==> src/rtl/prio_burst_arbiter_pkg.sv <==
// ----------------------------------------------------------------------------
// prio_burst_arbiter_pkg : shared types and helpers for the burst arbiter
// Revision: 1.0
// ----------------------------------------------------------------------------
`default_nettype none

package prio_burst_arbiter_pkg;

   // Helpers operate on a fixed maximum width; callers size-cast in and out.
   localparam int unsigned MAX_PORTS = 32;
   localparam int unsigned MAX_IDX_W = 5;

   typedef enum logic [0:0] {
      IDLE   = 1'b0,
      LOCKED = 1'b1
   } arb_state_t;

   // Two's-complement trick isolates the lowest set bit.
   function automatic logic [MAX_PORTS-1:0] first_onehot(input logic [MAX_PORTS-1:0] vec);
      return vec & (~vec + MAX_PORTS'(1));
   endfunction

   function automatic logic [MAX_IDX_W-1:0] onehot_to_index(input logic [MAX_PORTS-1:0] vec);
      logic [MAX_IDX_W-1:0] idx;
      idx = '0;
      for (int i = 0; i < MAX_PORTS; i++) begin
         if (vec[i]) begin
            idx = idx | MAX_IDX_W'(i);
         end
      end
      return idx;
   endfunction

endpackage

`default_nettype wire

==> src/rtl/prio_out_reg.sv <==
// ----------------------------------------------------------------------------
// prio_out_reg : valid/ready output register holding data, last and port
// Revision: 1.0
// ----------------------------------------------------------------------------
`default_nettype none

module prio_out_reg #(
   parameter int DATA_WIDTH = 8,
   parameter int IDX_W      = 2
) (
   input  logic                  clk,
   input  logic                  rst_n,
   input  logic                  load_i,
   input  logic [DATA_WIDTH-1:0] data_i,
   input  logic                  last_i,
   input  logic [IDX_W-1:0]      port_i,
   input  logic                  ready_i,
   output logic                  valid_o,
   output logic [DATA_WIDTH-1:0] data_o,
   output logic                  last_o,
   output logic [IDX_W-1:0]      port_o
);

   logic                  valid_q, valid_d;
   logic [DATA_WIDTH-1:0] data_q,  data_d;
   logic                  last_q,  last_d;
   logic [IDX_W-1:0]      port_q,  port_d;

   // Payload fields only change on a load; they hold after the beat drains.
   always_comb begin
      valid_d = valid_q;
      data_d  = data_q;
      last_d  = last_q;
      port_d  = port_q;
      if (load_i) begin
         valid_d = 1'b1;
         data_d  = data_i;
         last_d  = last_i;
         port_d  = port_i;
      end else if (ready_i) begin
         valid_d = 1'b0;
      end
   end

   always_ff @(posedge clk or negedge rst_n) begin
      if (!rst_n) begin
         valid_q <= 1'b0;
         data_q  <= '0;
         last_q  <= 1'b0;
         port_q  <= '0;
      end else begin
         valid_q <= valid_d;
         data_q  <= data_d;
         last_q  <= last_d;
         port_q  <= port_d;
      end
   end

   assign valid_o = valid_q;
   assign data_o  = data_q;
   assign last_o  = last_q;
   assign port_o  = port_q;

endmodule

`default_nettype wire

==> src/rtl/prio_burst_arbiter.sv <==
// ----------------------------------------------------------------------------
// prio_burst_arbiter : fixed-priority, burst-locked valid/ready arbiter
// Revision: 1.0
// ----------------------------------------------------------------------------
`default_nettype none

module prio_burst_arbiter
   import prio_burst_arbiter_pkg::*;
#(
   parameter int NUM_PORTS  = 4,
   parameter int DATA_WIDTH = 8
) (
   input  logic                            clk,
   input  logic                            rst_n,
   input  logic [NUM_PORTS-1:0]            in_valid,
   input  logic [NUM_PORTS-1:0]            in_last,
   input  logic [NUM_PORTS*DATA_WIDTH-1:0] in_data,
   output logic [NUM_PORTS-1:0]            in_ready,
   output logic                            out_valid,
   output logic [DATA_WIDTH-1:0]           out_data,
   output logic                            out_last,
   output logic [$clog2(NUM_PORTS)-1:0]    out_port,
   input  logic                            out_ready,
   output logic [NUM_PORTS-1:0]            grant,
   output logic                            busy
);

   localparam int IDX_W = $clog2(NUM_PORTS);

   arb_state_t              state_q;
   logic [NUM_PORTS-1:0]    grant_q;
   logic                    busy_q;

   logic [NUM_PORTS-1:0]    w_first;
   logic [IDX_W-1:0]        w_gidx;
   logic                    w_out_free;
   logic                    w_xfer;
   logic                    w_xfer_last;
   logic [DATA_WIDTH-1:0]   w_data;
   logic                    w_last;

   assign w_first = NUM_PORTS'(first_onehot(MAX_PORTS'(in_valid)));
   assign w_gidx  = IDX_W'(onehot_to_index(MAX_PORTS'(grant_q)));

   // grant_q is zero outside LOCKED, so this also gates ready while idle.
   assign w_out_free = !out_valid || out_ready;
   assign in_ready   = grant_q & {NUM_PORTS{w_out_free}};

   always_comb begin
      w_data = '0;
      w_last = 1'b0;
      for (int i = 0; i < NUM_PORTS; i++) begin
         if (grant_q[i]) begin
            w_data = in_data[i*DATA_WIDTH +: DATA_WIDTH];
            w_last = in_last[i];
         end
      end
   end

   assign w_xfer      = |(in_valid & in_ready);
   assign w_xfer_last = w_xfer && w_last;

   always_ff @(posedge clk or negedge rst_n) begin
      if (!rst_n) begin
         state_q <= IDLE;
         grant_q <= '0;
         busy_q  <= 1'b0;
      end else begin
         case (state_q)
            IDLE: begin
               if (|in_valid) begin
                  state_q <= LOCKED;
                  grant_q <= w_first;
                  busy_q  <= 1'b1;
               end
            end
            LOCKED: begin
               if (w_xfer_last) begin
                  state_q <= IDLE;
                  grant_q <= '0;
                  busy_q  <= 1'b0;
               end
            end
            default: begin
               state_q <= IDLE;
               grant_q <= '0;
               busy_q  <= 1'b0;
            end
         endcase
      end
   end

   prio_out_reg #(
      .DATA_WIDTH (DATA_WIDTH),
      .IDX_W      (IDX_W)
   ) u_out_reg (
      .clk     (clk),
      .rst_n   (rst_n),
      .load_i  (w_xfer),
      .data_i  (w_data),
      .last_i  (w_last),
      .port_i  (w_gidx),
      .ready_i (out_ready),
      .valid_o (out_valid),
      .data_o  (out_data),
      .last_o  (out_last),
      .port_o  (out_port)
   );

   assign grant = grant_q;
   assign busy  = busy_q;

endmodule

`default_nettype wire

==> config.mk <==
export PLATFORM = sky130hd
export DESIGN_NAME = prio_burst_arbiter
export DESIGN_NICKNAME = d
export VERILOG_FILES = /design/src/rtl/prio_burst_arbiter_pkg.sv /design/src/rtl/prio_out_reg.sv /design/src/rtl/prio_burst_arbiter.sv
export SDC_FILE = /design/constraint.sdc
export NUM_CORES = 1
export LEC_CHECK = 0
export CAP_MARGIN = 30
export CELL_PAD_IN_SITES_DETAIL_PLACEMENT = 1
export CELL_PAD_IN_SITES_GLOBAL_PLACEMENT = 1
export CORE_UTILIZATION = 27
export DETAILED_ROUTE_END_ITERATION = 10
export GPL_TIMING_DRIVEN = 0
export PLACE_DENSITY = 0.81
export RECOVER_POWER = 25
export SYNTH_ARGS = -nofsm -noshare
export SYNTH_HDL_FRONTEND = slang
export SYNTH_SLANG_ARGS = --single-unit
==> constraint.sdc <==
create_clock -name clk -period 3 [get_ports clk]
set_input_delay 0.3 -clock clk [delete_from_list [all_inputs] [get_ports clk]]
set_output_delay 0.3 -clock clk [all_outputs]
set_load 0.05 [all_outputs]
==> results of run 1 <==
-- stage by stage --
stage	power (mW)	hold WS, ps	cells
4_1_cts	2.091	486.8	236
2_1_floorplan	1.388	4.409	121
3_3_place_gp	1.845	464.7	232
3_5_place_dp	1.873	469.1	232
5_1_grt	2.206	499.5	236
6_report	2.068	481.6	236
-- cell families (layout without fill, tap and decap cells) --
kind of cell	count (synthesis)	after routing	share of synthesized area (%)
AOI/OAI and AO/OA	46	46	32.98
buffers and inverters	20	87	8.334
DFF	18	18	42.86
and+or+nand+nor	37	37	15.83
-- per-layer routing --
layer  vias to the layer above  part of all wire, %
met4                         0                  1.2
met2                        34                   52
met5                         -                    0
met3                         4                  3.4
met1                       602                   44
li1                        575                    -
-- state kept, by name (all words and copies together), names as in the netlist --
name,cells
u_out_reg.port_o,2
u_out_reg.valid_o,1
busy,1
grant,4
u_out_reg.data_o,8
state_q,1
u_out_reg.last_o,1
-- layout by cell type (no fill, tap or decap), types with 5 or more instances in the layout --
master,count
a211o_1,7
dfrtp_1,18
a21oi_1,6
clkbuf_1,5
inv_1,10
a221oi_1,7
a22oi_1,6
nor2_1,13
a31oi_1,7
clkdlybuf4s50_1,62
nand2_1,13
-- how the worst max path moves through the flow --
stage	startpoint	to
final	grant[3]	in_ready[3]
after global routing	grant[2]	in_ready[2]
after CTS	grant[3]	in_ready[3]
after detailed placement	grant[3]	in_ready[3]
after global placement	grant[3]	in_ready[3]
after floorplan	grant[3]	in_ready[3]
-- layout make-up --
cell class              instances  share of cell area (%)
well taps                      48                   3.343
inverters                      10                   2.089
repair buffers                 63                   35.10
multi-input cells              83                   28.55
plain buffers                  10                   2.786
clock buffers                   4                   3.064
flip-flops and latches         18                   25.07
-- report_power, final --
group	switching, mW	internal (mW)
Combinational	0.895	0.522
Clock	0.0906	0.117
Sequential	0.0824	0.361
Total	1.07	1.00
-- critical path, stage by stage (launching register included) --
cell	delay, ps
dfrtp_1	350
buf_2	180
clkbuf_1	460
and2_1	210
clkdlybuf4s50_1	800
==> results.tsv, run 1 <==
stage	metric	value	unit
status	outcome	complete, no violations	
grt	vias in the first global route	1355	
power	Leakage	0.7335	nW
cells_and_area	Layout Utilization	48.71	%
synth	Post-synth EDFFs	0	
sta	RSZ-0062 raised after global routing	false	
sta	endpoints failing setup	0	
synth	Cell Area, Synth	1051	um2
floorplan	Row Count	22	
synth	library cells used by synthesis	26	
clock_network	H-tree depth	1	
worst_setup_path	worst reg2reg setup slack	1410	ps
place	HPWL after detailed placement	2.905	mm
grt	M1 GR Usage	25.66	%
cells_and_area	number of nets in the layout	232	
worst_setup_path	Critical Path RT	2700	ps
cells_and_area	final instance area	1797	um2
place	Setup WS pre-CTS	743.2	ps
clock_network	Sinks on Clock Net	18	
floorplan	DIE AREA	4146	um2
synth	Synth Net Count	164	
cells_and_area	area grow syn2layout	70.95	%
cells_and_area	area of the multi-input gates	513.0	um2
worst_setup_path	crit end category	output pin	
grt	global route overflow	0	
cells_and_area	Reg area	450.4	um2
floorplan	DIE HEIGHT	64.39	um
place	RD Place Congestion	0.8165	
route	ANT nets after route	0	
power	Peak VDD IR	0.5163	mV
synth	Post-synth ARST share	100.0	%
floorplan	num ports	64	
sta	actual slew at the worst max-slew pin	859.8	ps
clock_network	CTS max path bufs	2	
floorplan	initial core utilization	28.49	%
floorplan	core area	3689	um2
synth	synthesized instance count	121	
synth	syn avg cell area	8.686	um2
clock_network	Root Driver	clkbuf_8	
worst_setup_path	critical path type	reg -> out	
cells_and_area	Filler cells	442	
synth	ys flop type	dfrtp_1	
synth	largest area contributor in the netlist	dfrtp_1	
sta	setup_tns	0	ps
flow_run	Max Cap Viol	0	
synth	Synth warnings	0	
route	WL per Instance	16.76	um
route	DRC Markers	0	
synth	top-count cell post-synth	dfrtp_1	
place	Cell Area, Placed	1742	um2
hold_path	Hold Crit Start	u_out_reg.last_o	
grt	Most Used Layer, Global Route	met2	
clock_network	clk slew on worst S/H paths	80	ps
worst_setup_path	R2R Path End	u_out_reg.last_o	
place	port bufs	63	
grt	met3 GRT Util	2.500	%
power	Cell Pwr Density	1151	nW/um2
route	WL final	3.956	mm
grt	initial antenna violation count	0	
synth	Synth top area share	42.86	%
route	vias per inst	5.148	
grt	first-pass GRT wire length	6.527	mm
sta	fin crit period	2555	ps
floorplan	Die Wd	64.39	um
grt	largest net degree at the start of global routing	19	
synth	FF+latch count, synth	18	
cells_and_area	n_diodes	0	
route	DR iter-0 viols	29	
sta	Max Fclk	0.3913	GHz
clock_network	Post-CTS Setup Bufs	0	
worst_setup_path	worst reg2reg path depth	5	
synth	most frequent cells after synthesis	dfrtp_1, nand2_1, nor2_1, inv_1	
worst_setup_path	Arr. time, crit path	2260	ps
hold_path	type of the worst min-delay path	reg -> reg	
route	DR vias	1215	
clock_network	Clock Latency Late Sink	260	ps
route	TritonRoute pass-1 iters	4	
clock_network	Post-CTS Hold Buffers	0	
sta	Worst Skew	2.740	ps
worst_setup_path	worst reg2reg path startpoint	grant[0]	
worst_setup_path	Worst Path Max Fanout	10	
clock_network	CTS tree	built	
clock_network	post_cts resized	0	
synth	register area share after synthesis	42.86	%
sta	post-route clock period utilization	85.18	%
sta	Final Hold Fails	0	
sta	max-slew violation count	0	
sta	Slew headroom	42.49	%
grt	M2 GR Usage	35.66	%
clock_network	cts bufs inserted	3	
hold_path	hold worst-path end	u_out_reg.last_o	
synth	synth top area cells	dfrtp_1, a211o_1, a221oi_1	
grt	Total Routing Usage GR	20.73	%
worst_setup_path	type of origin of the critical path	flop	
sta	worst setup margin	444.6	ps
hold_path	worst hold path stage count	1	
cells_and_area	fraction of layout instances using a drive strength above 1	6.915	%
Power figures use the tool's default switching activity.
==> inputs of run 2 (changes only) <==
--- a/config.mk
+++ b/config.mk
@@ -8,10 +8,12 @@
 export CAP_MARGIN = 30
 export CELL_PAD_IN_SITES_DETAIL_PLACEMENT = 1
 export CELL_PAD_IN_SITES_GLOBAL_PLACEMENT = 1
-export CORE_UTILIZATION = 27
+export CORE_UTILIZATION = 28
+export CTS_BUF_LIST = sky130_fd_sc_hd__clkbuf_4 sky130_fd_sc_hd__clkbuf_8
 export DETAILED_ROUTE_END_ITERATION = 10
 export GPL_TIMING_DRIVEN = 0
-export PLACE_DENSITY = 0.81
+export MAX_ROUTING_LAYER = met4
+export PLACE_DENSITY = 0.9
 export RECOVER_POWER = 25
 export SYNTH_ARGS = -nofsm -noshare
 export SYNTH_HDL_FRONTEND = slang
==> results.tsv, run 2 (synthesis gave the netlist of run 1 again) <==
stage	metric	value	unit
hold_path	Hold Crit Start	u_out_reg.last_o	
place	HPWL after detailed placement	3.064	mm
grt	initial antenna violation count	0	
clock_network	Sinks on Clock Net	18	
route	vias per inst	5.205	
floorplan	DIE AREA	4002	um2
power	Cell Pwr Density	1162	nW/um2
route	TritonRoute pass-1 iters	6	
worst_setup_path	worst reg2reg path startpoint	grant[0]	
worst_setup_path	Critical Path RT	2700	ps
sta	max-slew violation count	0	
grt	vias in the first global route	1344	
floorplan	num ports	64	
clock_network	H-tree depth	1	
sta	Slew headroom	41.64	%
sta	post-route clock period utilization	84.95	%
worst_setup_path	crit end category	output pin	
sta	setup_tns	0	ps
sta	RSZ-0062 raised after global routing	false	
floorplan	initial core utilization	30.30	%
route	ANT nets after route	0	
clock_network	Root Driver	clkbuf_8	
cells_and_area	fin cells	234	
cells_and_area	most frequent cells in the layout	clkdlybuf4s50_1, dfrtp_1, nand2_1, nor2_1, inv_1	
power	Peak VDD IR	0.4988	mV
cells_and_area	fraction of layout instances using a drive strength above 1	6.915	%
place	RD Place Congestion	0.8559	
place	Placed Cells	230	
route	WL final	4.135	mm
route	WL per Instance	17.67	um
clock_network	post_cts resized	0	
flow_run	Max Cap Viol	0	
clock_network	Clock Latency Late Sink	260	ps
floorplan	Die Wd	63.27	um
worst_setup_path	Arr. time, crit path	2250	ps
floorplan	Row Count	21	
clock_network	Post-CTS Hold Buffers	0	
worst_setup_path	type of origin of the critical path	flop	
worst_setup_path	R2R Path End	u_out_reg.last_o	
cells_and_area	area grow syn2layout	70.71	%
worst_setup_path	critical path type	reg -> out	
sta	Final Hold Fails	0	
cells_and_area	n_diodes	0	
sta	Worst Skew	4.877	ps
cells_and_area	number of nets in the layout	232	
clock_network	Post-CTS Setup Bufs	0	
hold_path	type of the worst min-delay path	reg -> reg	
clock_network	clk slew on worst S/H paths	80	ps
grt	first-pass GRT wire length	6.768	mm
sta	fin crit period	2548	ps
power	Leakage	0.7335	nW
floorplan	DIE HEIGHT	63.27	um
cells_and_area	most common cell after layout, fill and taps aside	clkdlybuf4s50_1	
cells_and_area	number of flip-flops in the largest register	8	
route	DRC Markers	0	
sta	actual slew at the worst max-slew pin	872.5	ps
clock_network	CTS max path bufs	2	
route	DR iter-0 viols	51	
floorplan	core area	3468	um2
worst_setup_path	worst reg2reg setup slack	1400	ps
grt	global route overflow	0	
hold_path	worst hold path stage count	1	
hold_path	hold worst-path end	u_out_reg.last_o	
status	outcome	complete, no violations	
worst_setup_path	Worst Path Max Fanout	10	
route	DR vias	1218	
sta	endpoints failing setup	0	
clock_network	CTS tree	built	
clock_network	cts bufs inserted	3	
grt	Total Routing Usage GR	22.96	%
place	port bufs	63	
grt	largest net degree at the start of global routing	19	
worst_setup_path	worst reg2reg path depth	5	
sta	Max Fclk	0.3924	GHz
==> run 2: cell counts in the layout (fill, tap and decap cells not counted) <==
No cell type changed its count.
==> run 2: metal layers <==
layer  share of wire [%]  vias to the layer above  track usage, %  routed length (um)
li1                    -                      569               -                   -
met1                  43                      599           27.16                1770
met2                  53                       45           40.86                2176
met3                 3.4                        5           2.899                 140
met4                 1.1                        0           5.966                  47
met5                   0                        -               -                   0
==> run 2: worst max-delay path by stage <==
stage,from,cells after the start,endpoint
after floorplan,grant[3],3,in_ready[3]
after global placement,grant[3],4,in_ready[3]
after detailed placement,grant[3],4,in_ready[3]
after CTS,grant[3],4,in_ready[3]
after global routing,grant[3],4,in_ready[3]
final,grant[2],3,in_ready[2]
==> run 2: final cells by class <==
| type | count | area [um2] |
|---|---|---|
| fillers | 434 | 1674 |
| flip-flops and latches | 18 | 450.4 |
| plain buffers | 10 | 50.05 |
| repair buffers | 63 | 630.6 |
| inverters | 10 | 37.54 |
| clock buffers | 4 | 55.05 |
| well taps | 46 | 57.56 |
| multi-input cells | 83 | 513.0 |
==> run 2: where the power goes <==
group | total (mW) | leakage [nW] | internal (mW) | switching, mW
logic | 1.43 | 0.492 | 0.523 | 0.906
clock network | 0.210 | 0.0288 | 0.117 | 0.0928
registers | 0.445 | 0.213 | 0.361 | 0.0838
total | 2.08 | 0.734 | 1.00 | 1.08
==> run 2: through the flow <==
step / hold slack, ps / setup slack [ps] / instance area, um2 / util, % / total power [mW]
3_5_place_dp: 465.1 / 734.8 / 1739 / 50.14 / 1.885
2_1_floorplan: 4.409 / 1112 / 1051 / - / 1.388
4_1_cts: 482.8 / 438.6 / 1794 / 51.73 / 2.100
6_report: 478.4 / 451.6 / 1794 / 51.73 / 2.084
3_3_place_gp: 461.7 / 776.3 / 1739 / 50.14 / 1.847
5_1_grt: 510.3 / 356.5 / 1794 / 51.73 / 2.227
==> run 2: critical path, cell delays in order, from the launching register on <==
cell	delay, ps
dfrtp_1	450
clkbuf_1	500
and2_1	220
clkdlybuf4s50_1	810
